**src/rtl/alu_rr_scheduler.sv**
```systemverilog
// Round-robin scheduler sharing one combinational ALU among NUM_REQ requesters.
// Registered ALU operands; single tagged valid/ready response port.
module alu_rr_scheduler #(
  parameter int NUM_REQ = 4,
  parameter int WIDTH   = 16,
  parameter int OPW     = 4,
  parameter int IDW     = 2
) (
  input  logic                     clk,
  input  logic                     rst_n,
  input  logic [NUM_REQ-1:0]       req_valid,
  output logic [NUM_REQ-1:0]       req_ready,
  input  logic [NUM_REQ*WIDTH-1:0] req_a,
  input  logic [NUM_REQ*WIDTH-1:0] req_b,
  input  logic [NUM_REQ*OPW-1:0]   req_op,
  output logic [WIDTH-1:0]         alu_a,
  output logic [WIDTH-1:0]         alu_b,
  output logic [OPW-1:0]           alu_op,
  input  logic [WIDTH-1:0]         alu_result,
  output logic                     rsp_valid,
  input  logic                     rsp_ready,
  output logic [WIDTH-1:0]         rsp_data,
  output logic [IDW-1:0]           rsp_id,
  output logic                     busy
);

  typedef enum logic [1:0] {
    IDLE = 2'd0,
    EXEC = 2'd1,
    RESP = 2'd2
  } state_t;

  state_t           state;
  state_t           state_nxt;
  logic [IDW-1:0]   rr_ptr;
  logic [IDW-1:0]   id_reg;
  logic [IDW-1:0]   gnt;
  logic             found;
  logic             take;
  logic [WIDTH-1:0] sel_a;
  logic [WIDTH-1:0] sel_b;
  logic [OPW-1:0]   sel_op;

  // First pass: indices at/after rr_ptr; second pass wraps to the low ones.
  always_comb begin
    found = 1'b0;
    gnt   = '0;
    for (int i = 0; i < NUM_REQ; i++) begin
      if (!found && req_valid[i] && (IDW'(i) >= rr_ptr)) begin
        found = 1'b1;
        gnt   = IDW'(i);
      end
    end
    for (int i = 0; i < NUM_REQ; i++) begin
      if (!found && req_valid[i]) begin
        found = 1'b1;
        gnt   = IDW'(i);
      end
    end
  end

  always_comb begin
    sel_a  = '0;
    sel_b  = '0;
    sel_op = '0;
    for (int i = 0; i < NUM_REQ; i++) begin
      if (gnt == IDW'(i)) begin
        sel_a  = req_a[i*WIDTH +: WIDTH];
        sel_b  = req_b[i*WIDTH +: WIDTH];
        sel_op = req_op[i*OPW +: OPW];
      end
    end
  end

  assign take = (state == IDLE) && found;
  assign busy = (state != IDLE);

  always_ff @(posedge clk or negedge rst_n) begin
    if (!rst_n) state <= IDLE;
    else        state <= state_nxt;
  end

  always_comb begin
    state_nxt = state;
    unique case (state)
      IDLE:    if (found) state_nxt = EXEC;
      EXEC:    state_nxt = RESP;
      RESP:    if (rsp_ready) state_nxt = IDLE;
      default: state_nxt = IDLE;
    endcase
  end

  always_comb begin
    req_ready = '0;
    if (take) req_ready[gnt] = 1'b1;
  end

  always_ff @(posedge clk or negedge rst_n) begin
    if (!rst_n) begin
      rr_ptr <= '0;
      id_reg <= '0;
      alu_a  <= '0;
      alu_b  <= '0;
      alu_op <= '0;
    end else if (take) begin
      rr_ptr <= (gnt == IDW'(NUM_REQ-1)) ? '0 : gnt + 1'b1;
      id_reg <= gnt;
      alu_a  <= sel_a;
      alu_b  <= sel_b;
      alu_op <= sel_op;
    end
  end

  always_ff @(posedge clk or negedge rst_n) begin
    if (!rst_n) begin
      rsp_valid <= 1'b0;
      rsp_data  <= '0;
      rsp_id    <= '0;
    end else if (state == EXEC) begin
      rsp_valid <= 1'b1;
      rsp_data  <= alu_result;
      rsp_id    <= id_reg;
    end else if ((state == RESP) && rsp_ready) begin
      rsp_valid <= 1'b0;
    end
  end

endmodule

```
**config.mk**
```make
export PLATFORM = sky130hd
export DESIGN_NAME = alu_rr_scheduler
export DESIGN_NICKNAME = d
export VERILOG_FILES = /design/src/rtl/alu_rr_scheduler.sv
export SDC_FILE = /design/constraint.sdc
export NUM_CORES = 1
export LEC_CHECK = 0
export CAP_MARGIN = 5
export CELL_PAD_IN_SITES_DETAIL_PLACEMENT = 2
export CELL_PAD_IN_SITES_GLOBAL_PLACEMENT = 2
export CORE_MARGIN = 2
export CORE_UTILIZATION = 21
export DETAILED_ROUTE_END_ITERATION = 12
export GPL_ROUTABILITY_DRIVEN = 0
export PLACE_DENSITY_LB_ADDON = 0.08
export RECOVER_POWER = 100
export SYNTH_ARGS = -nofsm -noshare
export SYNTH_HDL_FRONTEND = slang
export SYNTH_SLANG_ARGS = --single-unit
```
**constraint.sdc**
```tcl
create_clock -name clk -period 4.25 [get_ports clk]
set_clock_uncertainty 0.1 [all_clocks]
set_input_delay 0.425 -clock clk [delete_from_list [all_inputs] [get_ports clk]]
set_output_delay 0.425 -clock clk [all_outputs]
set_load 0.1 [all_outputs]
```
==> results.py, run 1 <==
metrics = {
    "outcome": {
        "status": "complete, but fails checks",
        "violations": "capacitance limit, slew limit",
    },
    "critical_path": {
        "cp-start-kind": "primary input",
        "cp.arrival_ps": 3570,
        "path_class": "in -> reg",
        "crit_fanout": 35,
        "required_ps": 4390,
        "end_kind": "register",
    },
    "drt": {
        "drt_iter0_drc": 60,
        "detail_route.vias_per_cell": 4.604,
        "first_pass_iters": 4,
        "vias": 3702,
        "routed_wl_um": 14920,
        "avgRoutedWirePerCell_um": 18.56,
        "ant_nets": 0,
        "drc": 0,
    },
    "cells_and_area": {
        "layout-drive-gt1-share": 0.09075,
        "syn_to_final_growth_pct": 76.90,
        "diodes": 0,
        "fillers": 1797,
        "design_area_sq_um": 6217,
        "final_nets": 750,
        "largestRegisters": "alu_a x16, alu_b x16, rsp_data x16",
    },
    "synthesis": {
        "synth-seq-cells": 61,
        "yosys_most_used_dff": "dfrtp_1",
        "avgSynthCellArea_sq_um": 9.525,
        "synth_top_cells_by_area": "dfrtp_1 43%, a211o_1 8.7%, a221oi_1 8.7%",
        "synth_top_cell_by_area": "dfrtp_1",
        "ys_seq_area_frac": 0.4343,
        "synth_enable_flop_cells": 0,
        "synth_fp_nets": 540,
        "yosys_warnings": 0,
        "syn-cell-area_sq_um": 3515,
        "synth.top_cells.by_count": "61 x dfrtp_1, 43 x inv_1, 39 x nor2_1",
        "synthDistinctLibCells": 31,
        "async_reset_ff_frac": 1.000,
        "yosys.area.top_type_share": 0.4343,
        "yosysMostFrequentCell": "dfrtp_1",
        "netlist_instances": 369,
    },
    "clock_tree": {
        "ctsHoldBuffers": 0,
        "cts.sinks": 61,
        "cts_resized": 0,
        "clkLatencyLatePin_ps": 340,
        "clockBufferDepth": 2,
        "cts_tree": "yes",
        "clkTransAtPathRegs_ps": 60,
        "post_cts_buffers": 0,
        "htreeDepth": 3,
        "root_buffer": "clkbuf_16",
        "cts_buffers": 9,
    },
    "placement": {
        "place_hpwl_um": 11100,
        "port_buffers": 226,
        "placedInstanceArea_sq_um": 5946,
    },
    "global_routing": {
        "grt_pass1_wl_um": 23710,
        "grt_util_all_layers": 0.1729,
        "grt_pass1_vias": 4217,
        "grt_remaining_overflow": 0,
        "antenna_found_initial": 0,
        "grt_max_degree": 73,
    },
    "timing": {
        "fin_crit_sh": 0.8084,
        "relSlewSlack": -0.6488,
        "max_freq_mhz": 291.1,
        "hold_viol_final": 0,
        "finalCriticalPeriod_ps": 3436,
        "worst_slew_pin_slew_ps": 2473,
        "fin_setup_tns_ps": 0,
        "slew_viol_final": 83,
        "finalSetupViolations": 0,
        "whs_ps": 398.1,
        "rsz0062_at_grt": "false",
    },
    "floorplanning": {
        "die_height_um": 133.4,
        "die_w_um": 133.4,
        "rows": 47,
        "fp.coreArea_sq_um": 16470,
        "io_pins": 227,
        "start_util": 0.2134,
        "die_area_sq_um": 17790,
    },
    "power_and_ir_drop": {
        "clockPowerShare": 0.123,
        "internal-power_uw": 2521,
        "sw_frac_of_total": 0.5893,
        "ir_drop_uv": 364.7,
        "p_leak_uw": 0.002530,
        "power.density_nw_per_um2": 987.2,
        "switching_power_uw": 3617,
        "power_frac_seq": 0.173,
        "share_comb_of_total_power": 0.704,
    },
    "hold_path": {
        "hold_path.class": "reg -> reg",
    },
    "run": {
        "drv_cap": 2,
    },
}
## worst max-delay path, stage by stage
cell and delay, ps:
dlygate4sd3_1 620, o21ai_0 100, a211oi_1 530, inv_1 140, ha_1 480, nor2b_4 190, buf_4 400, a221oi_1 160
a211o_1 310, a31oi_1 190
## layout make-up
class | instances | area (sq um) | area share
timing repair buffer | 233 | 2350 | 0.3779
multi-input combinational | 231 | 1603 | 0.2578
sequential | 61 | 1526 | 0.2455
tap | 220 | 275.3 | 0.04427
clock buffer | 9 | 225.2 | 0.03622
inverter | 43 | 161.4 | 0.02596
clock inverter | 7 | 76.32 | 0.01228
## path summary, 6_finish.rpt
path / depth (start not counted) / slack, ps / to / from
max in group asynchronous: 2 / 1100 / alu_b[4]$_DFFE_PN0N_ / rst_n
worst max-delay path: 10 / 810 / alu_b[4]$_DFFE_PN0N_ / req_valid[3]
worst min register to register: 1 / 400 / rsp_data[13]$_DFFE_PN0P_ / rsp_data[13]$_DFFE_PN0P_
worst max register to register: 4 / 1010 / id_reg[0]$_DFFE_PN0N_ / state[1]$_DFFE_PN0P_
worst min-delay path: 1 / 400 / rsp_data[13]$_DFFE_PN0P_ / rsp_data[13]$_DFFE_PN0P_
min in group asynchronous: 1 / 750 / alu_b[2]$_DFFE_PN0N_ / rst_n
## cell families (layout without fill, tap and decap cells)
group	after synthesis	after routing	synth area share
AOI/OAI and AO/OA	120	120	0.2674
and+or+nand+nor	86	86	0.1086
buffers and inverters	77	292	0.1082
DFF	61	61	0.4343
muxes	21	21	0.06728
adders and majority gates	4	4	0.01424
## power by group through the flow
stage	Sequential (uW)	Clock [uW]	Combinational, uW
after floorplan	3020	0	1430
after global placement	1070	0	4420
after detailed placement	1090	0	4490
after CTS	1080	788	4510
after global routing	1110	801	4590
final	1060	753	4320
## layout by cell type, fill, tap and decap left out, types with 2 or more instances in the layout
master	n
a221oi_1	35
o21ai_0	4
nor2_1	39
clkbuf_16	9
ha_2	2
dfrtp_1	61
clkdlybuf4s50_1	163
clkinv_4	3
clkbuf_1	4
and2_0	3
buf_12	5
nand2_1	36
buf_4	3
inv_1	43
ha_1	2
a211o_1	35
a21oi_1	5
mux2_2	21
dlygate4sd3_1	58
a31oi_1	34
clkinvlp_4	2
## per-stage QoR
step	worst slack, ps	utilization	std cells	total power, uW
6_report	814.2	0.3776	804	6137
5_1_grt	426.1	0.3776	804	6504
4_1_cts	873.6	0.3794	804	6381
3_5_place_dp	694.1	0.3611	788	5582
3_3_place_gp	785.2	0.3611	788	5490
2_1_floorplan	1386	-	369	4448
## metal layers
metal | share of wire | GRT usage | vias up
li1 | - | - | 1756
met2 | 0.53 | 0.3167 | 121
met4 | 0.014 | 0.05674 | 0
met5 | 0 | 0 | -
met3 | 0.066 | 0.04756 | 13
met1 | 0.39 | 0.1933 | 1812
Note: power is estimated with default switching activity, not from simulation.
==> run 2: changes to the inputs <==
- CORE_UTILIZATION: 21 -> 18
- clock period: 4.25 -> 3 ns (I/O delays scaled with it)
==> results.py, run 2 (synthesis gave the netlist of run 1 again) <==
metrics = {
    "placement": {
        "port_buffers": 226,
        "place_hpwl_um": 11490,
        "placedInstanceArea_sq_um": 5979,
    },
    "cells_and_area": {
        "syn_to_final_growth_pct": 72.09,
        "design_area_sq_um": 6048,
        "diodes": 0,
        "final_nets": 758,
        "most-common-layout-cells": "164 x clkdlybuf4s50_1, 61 x dfrtp_1, 58 x clkbuf_1",
        "mostFrequentLayoutCell": "clkdlybuf4s50_1",
        "largestRegisters": "alu_a x16, alu_b x16, rsp_data x16",
        "layout-drive-gt1-share": 0.1030,
    },
    "floorplanning": {
        "fp.coreArea_sq_um": 19330,
        "start_util": 0.1818,
        "die_w_um": 143.7,
        "die_height_um": 143.7,
        "rows": 51,
        "die_area_sq_um": 20660,
        "io_pins": 227,
    },
    "outcome": {
        "status": "complete, but fails checks",
        "violations": "capacitance limit, slew limit",
    },
    "drt": {
        "first_pass_iters": 4,
        "ant_nets": 0,
        "wl_met3_um": 851,
        "met2_length_um": 7802,
        "top_layer": "met5",
        "vias": 3807,
        "drt_iter0_drc": 121,
        "wirelength_met1_um": 6195,
        "routed_wl_um": 15230,
        "avgRoutedWirePerCell_um": 17.77,
        "drc": 0,
        "detail_route.vias_per_cell": 4.442,
    },
    "global_routing": {
        "grt_pass1_vias": 4187,
        "antenna_found_initial": 1,
        "grt_max_degree": 47,
        "grt_pass1_wl_um": 23320,
        "grt_remaining_overflow": 0,
        "grt_util_all_layers": 0.1483,
    },
    "critical_path": {
        "end_kind": "output port",
        "slowest_delay_ps": 590,
        "crit_fanout": 27,
        "cp-start-kind": "primary input",
        "path_cells": "clkdlybuf4s50_1 -> o21ai_0 -> a211oi_1 -> buf_4 -> ha_2 -> buf_6 -> and2_1 -> buf_12",
        "crit_slowest_cell": "clkdlybuf4s50_1",
        "required_ps": 2600,
        "path_class": "in -> out",
        "cp.arrival_ps": 2380,
    },
    "clock_tree": {
        "clkTransAtPathRegs_ps": 60,
        "post_cts_buffers": 0,
        "root_buffer": "clkbuf_16",
        "cts_tree": "yes",
        "cts_buffers": 9,
        "clkLatencyLatePin_ps": 340,
        "htreeDepth": 3,
        "clockBufferDepth": 2,
        "cts.sinks": 61,
    },
    "timing": {
        "worst_slew_pin_slew_ps": 1809,
        "finalCriticalPeriod_ps": 2776,
        "finalSetupViolations": 0,
        "rsz0062_at_grt": "false",
        "fin_crit_sh": 0.9252,
        "max_freq_mhz": 360.3,
        "hold_viol_final": 0,
        "slew_viol_final": 28,
        "fin_setup_tns_ps": 0,
        "relSlewSlack": -0.2062,
    },
    "run": {
        "drv_cap": 1,
    },
    "hold_path": {
        "hold_path.class": "reg -> reg",
    },
}
run 2: cell types whose count changed in the layout (fill, tap and decap cells not counted), sizes merged:
cell           change
dlygate4sd3       -56
clkbuf            +55
buf                +8
clkinv             -2
clkdlybuf4s50      +1
clkinvlp           +1
inv                +1
run 2: path summary, 6_finish.rpt:
path | startpoint | end | slack [ps] | cells after the start
max in group asynchronous | rst_n | alu_a[1]$_DFFE_PN0N_ | 850 | 2
min | id_reg[1]$_DFFE_PN0N_ | rsp_id[1]$_DFFE_PN0P_ | 400 | 1
min reg2reg | id_reg[1]$_DFFE_PN0N_ | rsp_id[1]$_DFFE_PN0P_ | 400 | 1
min in group asynchronous | rst_n | alu_b[1]$_DFFE_PN0N_ | 890 | 2
max reg2reg | rr_ptr[1]$_DFFE_PN0N_ | alu_a[6]$_DFFE_PN0N_ | 450 | 10
max | req_valid[3] | req_ready[2] | 220 | 8
run 2: layout make-up:
| type | count | area (sq um) |
|---|---|---|
| timing repair buffer | 241 | 2121 |
| clock inverter | 7 | 75.07 |
| tap | 265 | 331.6 |
| inverter | 43 | 161.4 |
| clock buffer | 9 | 225.2 |
| fill | 2216 | 13290 |
| sequential | 61 | 1526 |
| multi-input combinational | 231 | 1608 |
run 2: what timing repair did:
item	CTS	global route
gates resized for setup	0	1
endpoints found under the setup margin	0	1
hold endpoints to repair	27	0
hold buffers	1	0
run 2: critical path, delay by kind of cell:
family | cells | cell delay, ps
compound gates | 2 | 440
fa+ha+maj | 1 | 210
buf+inv | 4 | 1190
simple gates | 1 | 210
run 2: per-stage QoR:
| stage | setup WS, ps | util | std cells | hold WS (ps) |
|---|---|---|---|---|
| 2_1_floorplan | 265.3 | - | 369 | -95.59 |
| 3_3_place_gp | 160.6 | 0.3093 | 840 | 327.4 |
| 3_5_place_dp | 69.76 | 0.3093 | 840 | 330.4 |
| 4_1_cts | 109.1 | 0.3253 | 857 | 406.3 |
| 5_1_grt | 49.44 | 0.3128 | 857 | 437.7 |
| 6_report | 224.4 | 0.3128 | 857 | 397.1 |
run 2: layer usage:
layer	up-vias	track usage
met2	120	0.2609
met3	22	0.03932
met5	-	0
met1	1893	0.1718
li1	1770	-
met4	2	0.05676
Power of run 2 is left out: the tool's default activity adds up to more than one toggle a clock period on the data nets, which glitch-free logic cannot reach.
